$ cat src/rtl/fetch_instr.sv
// fetch_instr: single-outstanding instruction fetch unit holding one word for the decoder,
// with redirect handling and a sticky misaligned-target fault.
module fetch_instr #(
  parameter logic [31:0] RESET_PC = 32'h0000_0000,
  parameter logic [31:0] NOP_INST = 32'h0000_0013
) (
  input  logic        clock,
  input  logic        resetFetch,
  input  logic        enableFetch,
  output logic        mem_req,
  output logic [31:0] mem_addr,
  input  logic        mem_ready,
  input  logic [31:0] mem_rdata,
  output logic [31:0] inst,
  output logic [31:0] pc,
  output logic        inst_valid,
  input  logic        inst_ack,
  input  logic        redirect,
  input  logic [31:0] redirect_pc,
  output logic        misaligned
);
  typedef enum logic [1:0] {IDLE, REQ, HOLD, ERR} state_t;
  state_t      state_q, state_d;
  logic [31:0] pc_q, pc_d, inst_q, inst_d;
  logic        valid_q, valid_d, mis_q, mis_d, req_q;
  always_comb begin
    state_d = state_q;
    pc_d    = pc_q;
    inst_d  = inst_q;
    valid_d = valid_q;
    mis_d   = mis_q;
    if (state_q != ERR) begin
      if (redirect) begin
        pc_d    = redirect_pc;
        inst_d  = NOP_INST;
        valid_d = 1'b0;
        mis_d   = redirect_pc[1:0] != 2'b00;
        state_d = mis_d ? ERR : (enableFetch ? REQ : IDLE);
      end else if (state_q == IDLE) begin
        state_d = enableFetch ? REQ : IDLE;
      end else if (state_q == REQ && mem_ready) begin
        inst_d  = mem_rdata;
        valid_d = 1'b1;
        state_d = HOLD;
      end else if (state_q == HOLD && inst_ack) begin
        pc_d    = pc_q + 32'd4;
        inst_d  = NOP_INST;
        valid_d = 1'b0;
        state_d = enableFetch ? REQ : IDLE;
      end
    end
  end
  // mem_req is registered from the next state so it changes only with the FSM
  always_ff @(posedge clock or posedge resetFetch) begin
    if (resetFetch) begin
      state_q <= IDLE;
      pc_q    <= RESET_PC;
      inst_q  <= NOP_INST;
      valid_q <= 1'b0;
      mis_q   <= 1'b0;
      req_q   <= 1'b0;
    end else begin
      state_q <= state_d;
      pc_q    <= pc_d;
      inst_q  <= inst_d;
      valid_q <= valid_d;
      mis_q   <= mis_d;
      req_q   <= state_d == REQ;
    end
  end
  assign mem_req    = req_q;
  assign mem_addr   = pc_q;
  assign pc         = pc_q;
  assign inst       = inst_q;
  assign inst_valid = valid_q;
  assign misaligned = mis_q;
endmodule

$ cat config.mk
export PLATFORM = sky130hd
export DESIGN_NAME = fetch_instr
export DESIGN_NICKNAME = d
export VERILOG_FILES = /design/src/rtl/fetch_instr.sv
export SDC_FILE = /design/constraint.sdc
export NUM_CORES = 1
export LEC_CHECK = 0
export CAP_MARGIN = 0
export CORE_MARGIN = 1.5
export CORE_UTILIZATION = 30
export DETAILED_ROUTE_END_ITERATION = 10
export PLACE_DENSITY_LB_ADDON = 0.12
export SYNTH_ARGS = -nofsm -noshare
export SYNTH_HDL_FRONTEND = slang
export SYNTH_SLANG_ARGS = --single-unit
$ cat constraint.sdc
create_clock -name clock -period 2.3 [get_ports clock]
set_input_delay 0.46 -clock clock [delete_from_list [all_inputs] [get_ports clock]]
set_output_delay 0.46 -clock clock [all_outputs]
set_load 0.01 [all_outputs]
==> reports/results.tsv <==
metric	value	unit
status	completed	
Max VDD drop	395.3	uV
Chip Height	114.3	um
vias in the first global route	3483	
Num CTS Buffers	9	
layout net count	598	
Slew Limit Fails	0	
FMAX	472.8	MHz
antenna violation net count after detailed routing	0	
worst slew pin tran	0.4801	ns
area leader, netlist	dfrtp_1	
area occupied by multi-input gates	0.001615	mm^2
Core ar.	0.01206	mm^2
Slew headroom	67.79	%
drt wl/cell	16.37	um
post-route cell area	0.005739	mm^2
Starting Density	30.83	%
Reg2Reg Setup Slack	0.18	ns
CP Max Fanout	6	
most frequent cells in the layout	167 x clkdlybuf4s50_1, 66 x dfrtp_1, 32 x a21oi_1, 29 x o21ai_0, 29 x a22o_1	
register area	0.001730	mm^2
leakage	2.305	nW
CTS resizes	0	
Area contributors post-synth	dfrtp_1 44%, a22o_1 6.8%, buf_4 6.5%	
final hold violations	0	
placed inst area	0.005434	mm^2
max-cap violations	0	
Req. time, crit path	2.51	ns
ys async rst share	100.0	%
period utilisation layout	91.97	%
Cell variety after synth	55	
RSZ-0062 raised after global routing	false	
Worst path max stage delay	0.61	ns
first-pass GRT wire length	18110	um
Worst-Skew Late Latency	0.33	ns
initial antenna violation count	0	
EDFF count, synth	0	
Hold-fix buffers, CTS	0	
layout cell share with drive strength beyond 1	10.34	%
Tmin final	2.115	ns
clock sinks	69	
Main synth FF type	dfrtp_1	
Worst Hold Class	register to register	
drc violations	0	
WP data arrival	2.33	ns
crit-path cells	nand4_2, or4_4, nor4_4, mux2i_1, nand3_1	
power density over the cells	1118	mW/mm^2
routed vias/inst	5.094	
commonest non-fill, non-tap cell in the layout	clkdlybuf4s50_1	
DR vias	3566	
clock slew at reported path FFs	0.06	ns
Final setup viols	0	
gr usage total	17.82	%
Yosys top cell area share	44.41	%
Fin Clk Skew	0.007783	ns
Synthesized Nets	457	
I/O Pins	169	
total iterations of the first detailed-routing run	4	
mapped cell area	0.003719	mm^2
Worst setup SP type	register	
Iter 0 DRT Violations	261	
die area	0.01307	mm^2
FILL cells	1163	
TritonCTS clock tree	yes	
ant diodes	0	
P&R area growth vs syn	54.34	%
syn_area_per_cell	9.634	um^2
Gate Count Post-Synth	386	
CTS Root Buffer Type	clkbuf_16	
largest net degree at the start of global routing	70	
Final Util	47.58	%
total congestion overflow	0	
Setup Buffers After CTS	0	
H-tree depth	3	
Die X	114.3	um
hpwl dp	8042	um
port buffer count	168	
total wire length	11460	um
CP max-delay cell	or4_4	
FP Rows	40	
Post-Route Setup TNS	0	ns
gpl congestion	0.7885	
WS Path Type	register to register	
Seq/Total Area, Yosys	46.53	%
yosys warns	0	
CTS max path bufs	2	
CP endpoint kind	register	
flops & latches, synth	69	
[path summary, 6_finish.rpt]
path / start / to / depth (start not counted)
setup / recovery: mem_addr[8]$_DFFE_PP0P_ / mem_addr[25]$_DFFE_PP0P_ / 5
hold / removal: inst_valid$_DFFE_PP0P_ / inst_valid$_DFFE_PP0P_ / 2
min in group asynchronous: resetFetch / inst[2]$_DFFE_PP0P_ / 3
setup reg to reg: mem_addr[8]$_DFFE_PP0P_ / mem_addr[25]$_DFFE_PP0P_ / 5
hold reg to reg: inst_valid$_DFFE_PP0P_ / inst_valid$_DFFE_PP0P_ / 2
max in group asynchronous: resetFetch / inst[4]$_DFFE_PP1P_ / 3
[layer usage]
metal,share of wire (%),GRT usage (%),up-vias
li1,-,-,1675
met1,44,22.85,1737
met2,46,27.95,140
met3,8.5,6.829,14
met4,1.7,5.333,0
met5,0,0,-
[metrics by stage]
step	setup slack, ns	instances	hold WS [ns]	total power, mW
2_1_floorplan	0.1051	386	0.5152	3.588
3_3_place_gp	0.2143	684	0.4658	4.980
3_5_place_dp	0.1955	684	0.4682	5.018
4_1_cts	0.1868	700	0.4820	6.487
5_1_grt	0.04865	700	0.5039	6.821
6_report	0.1848	700	0.4794	6.415
[Yosys cell counts (2+ instances only)]
| library cell | number |
|---|---|
| nand2b_1 | 3 |
| o22a_1 | 4 |
| mux2_2 | 2 |
| a22o_1 | 29 |
| a21oi_1 | 33 |
| a2bb2oi_1 | 5 |
| inv_1 | 8 |
| a211oi_1 | 3 |
| nand4_1 | 5 |
| nand3_1 | 16 |
| and3_1 | 8 |
| nor3_1 | 9 |
| or3_1 | 3 |
| or2_2 | 3 |
| o31ai_1 | 3 |
| nor3b_1 | 3 |
| nor4_1 | 7 |
| clkbuf_1 | 20 |
| a21o_1 | 2 |
| o21ai_0 | 29 |
| dfstp_2 | 3 |
| nand3b_1 | 4 |
| buf_4 | 32 |
| a31oi_1 | 2 |
| o22ai_1 | 3 |
| a22oi_1 | 3 |
| o2bb2ai_1 | 3 |
| nor2_1 | 15 |
| nor2b_1 | 2 |
| mux2i_1 | 4 |
| dfrtp_1 | 66 |
| nor4_4 | 2 |
| nor4b_1 | 2 |
| nand2_1 | 26 |
| buf_2 | 3 |
| and4_1 | 2 |
[layout make-up]
| cell class | count | area share (%) |
|---|---|---|
| Tap cell | 168 | 3.663 |
| Multi-Input combinational cell | 251 | 28.14 |
| Inverter | 9 | 0.5886 |
| Clock buffer | 9 | 3.924 |
| Timing Repair Buffer | 187 | 32.13 |
| Clock inverter | 7 | 1.395 |
| Sequential cell | 69 | 30.15 |
[cell families (layout without fill, tap and decap cells)]
family          after synthesis  count (layout)  share of synthesized area (%)
simple gates                117             117                          18.41
compound gates              127             127                          22.85
flops                        69              69                          46.53
buf+inv                      66             212                          10.19
fa+ha+maj                     1               1                         0.3364
mux                           6               6                          1.682
[sequential cells by signal, indices dropped and copies added (netlist names)]
name,count
misaligned,1
mem_req,1
mem_addr,32
inst_valid,1
state_q,2
inst,32
[worst max-delay path: cells and delay by family (launching register included)]
kind	cells	cell delay [ns]
simple gates	4	1.28
mux	1	0.27
flops	1	0.44
[report_power, final]
part	internal [mW]	switching (mW)
logic	1.60	1.37
registers	1.57	0.425
clock network	0.853	0.586
total	4.03	2.39
Note: power is estimated with default switching activity, not from simulation.
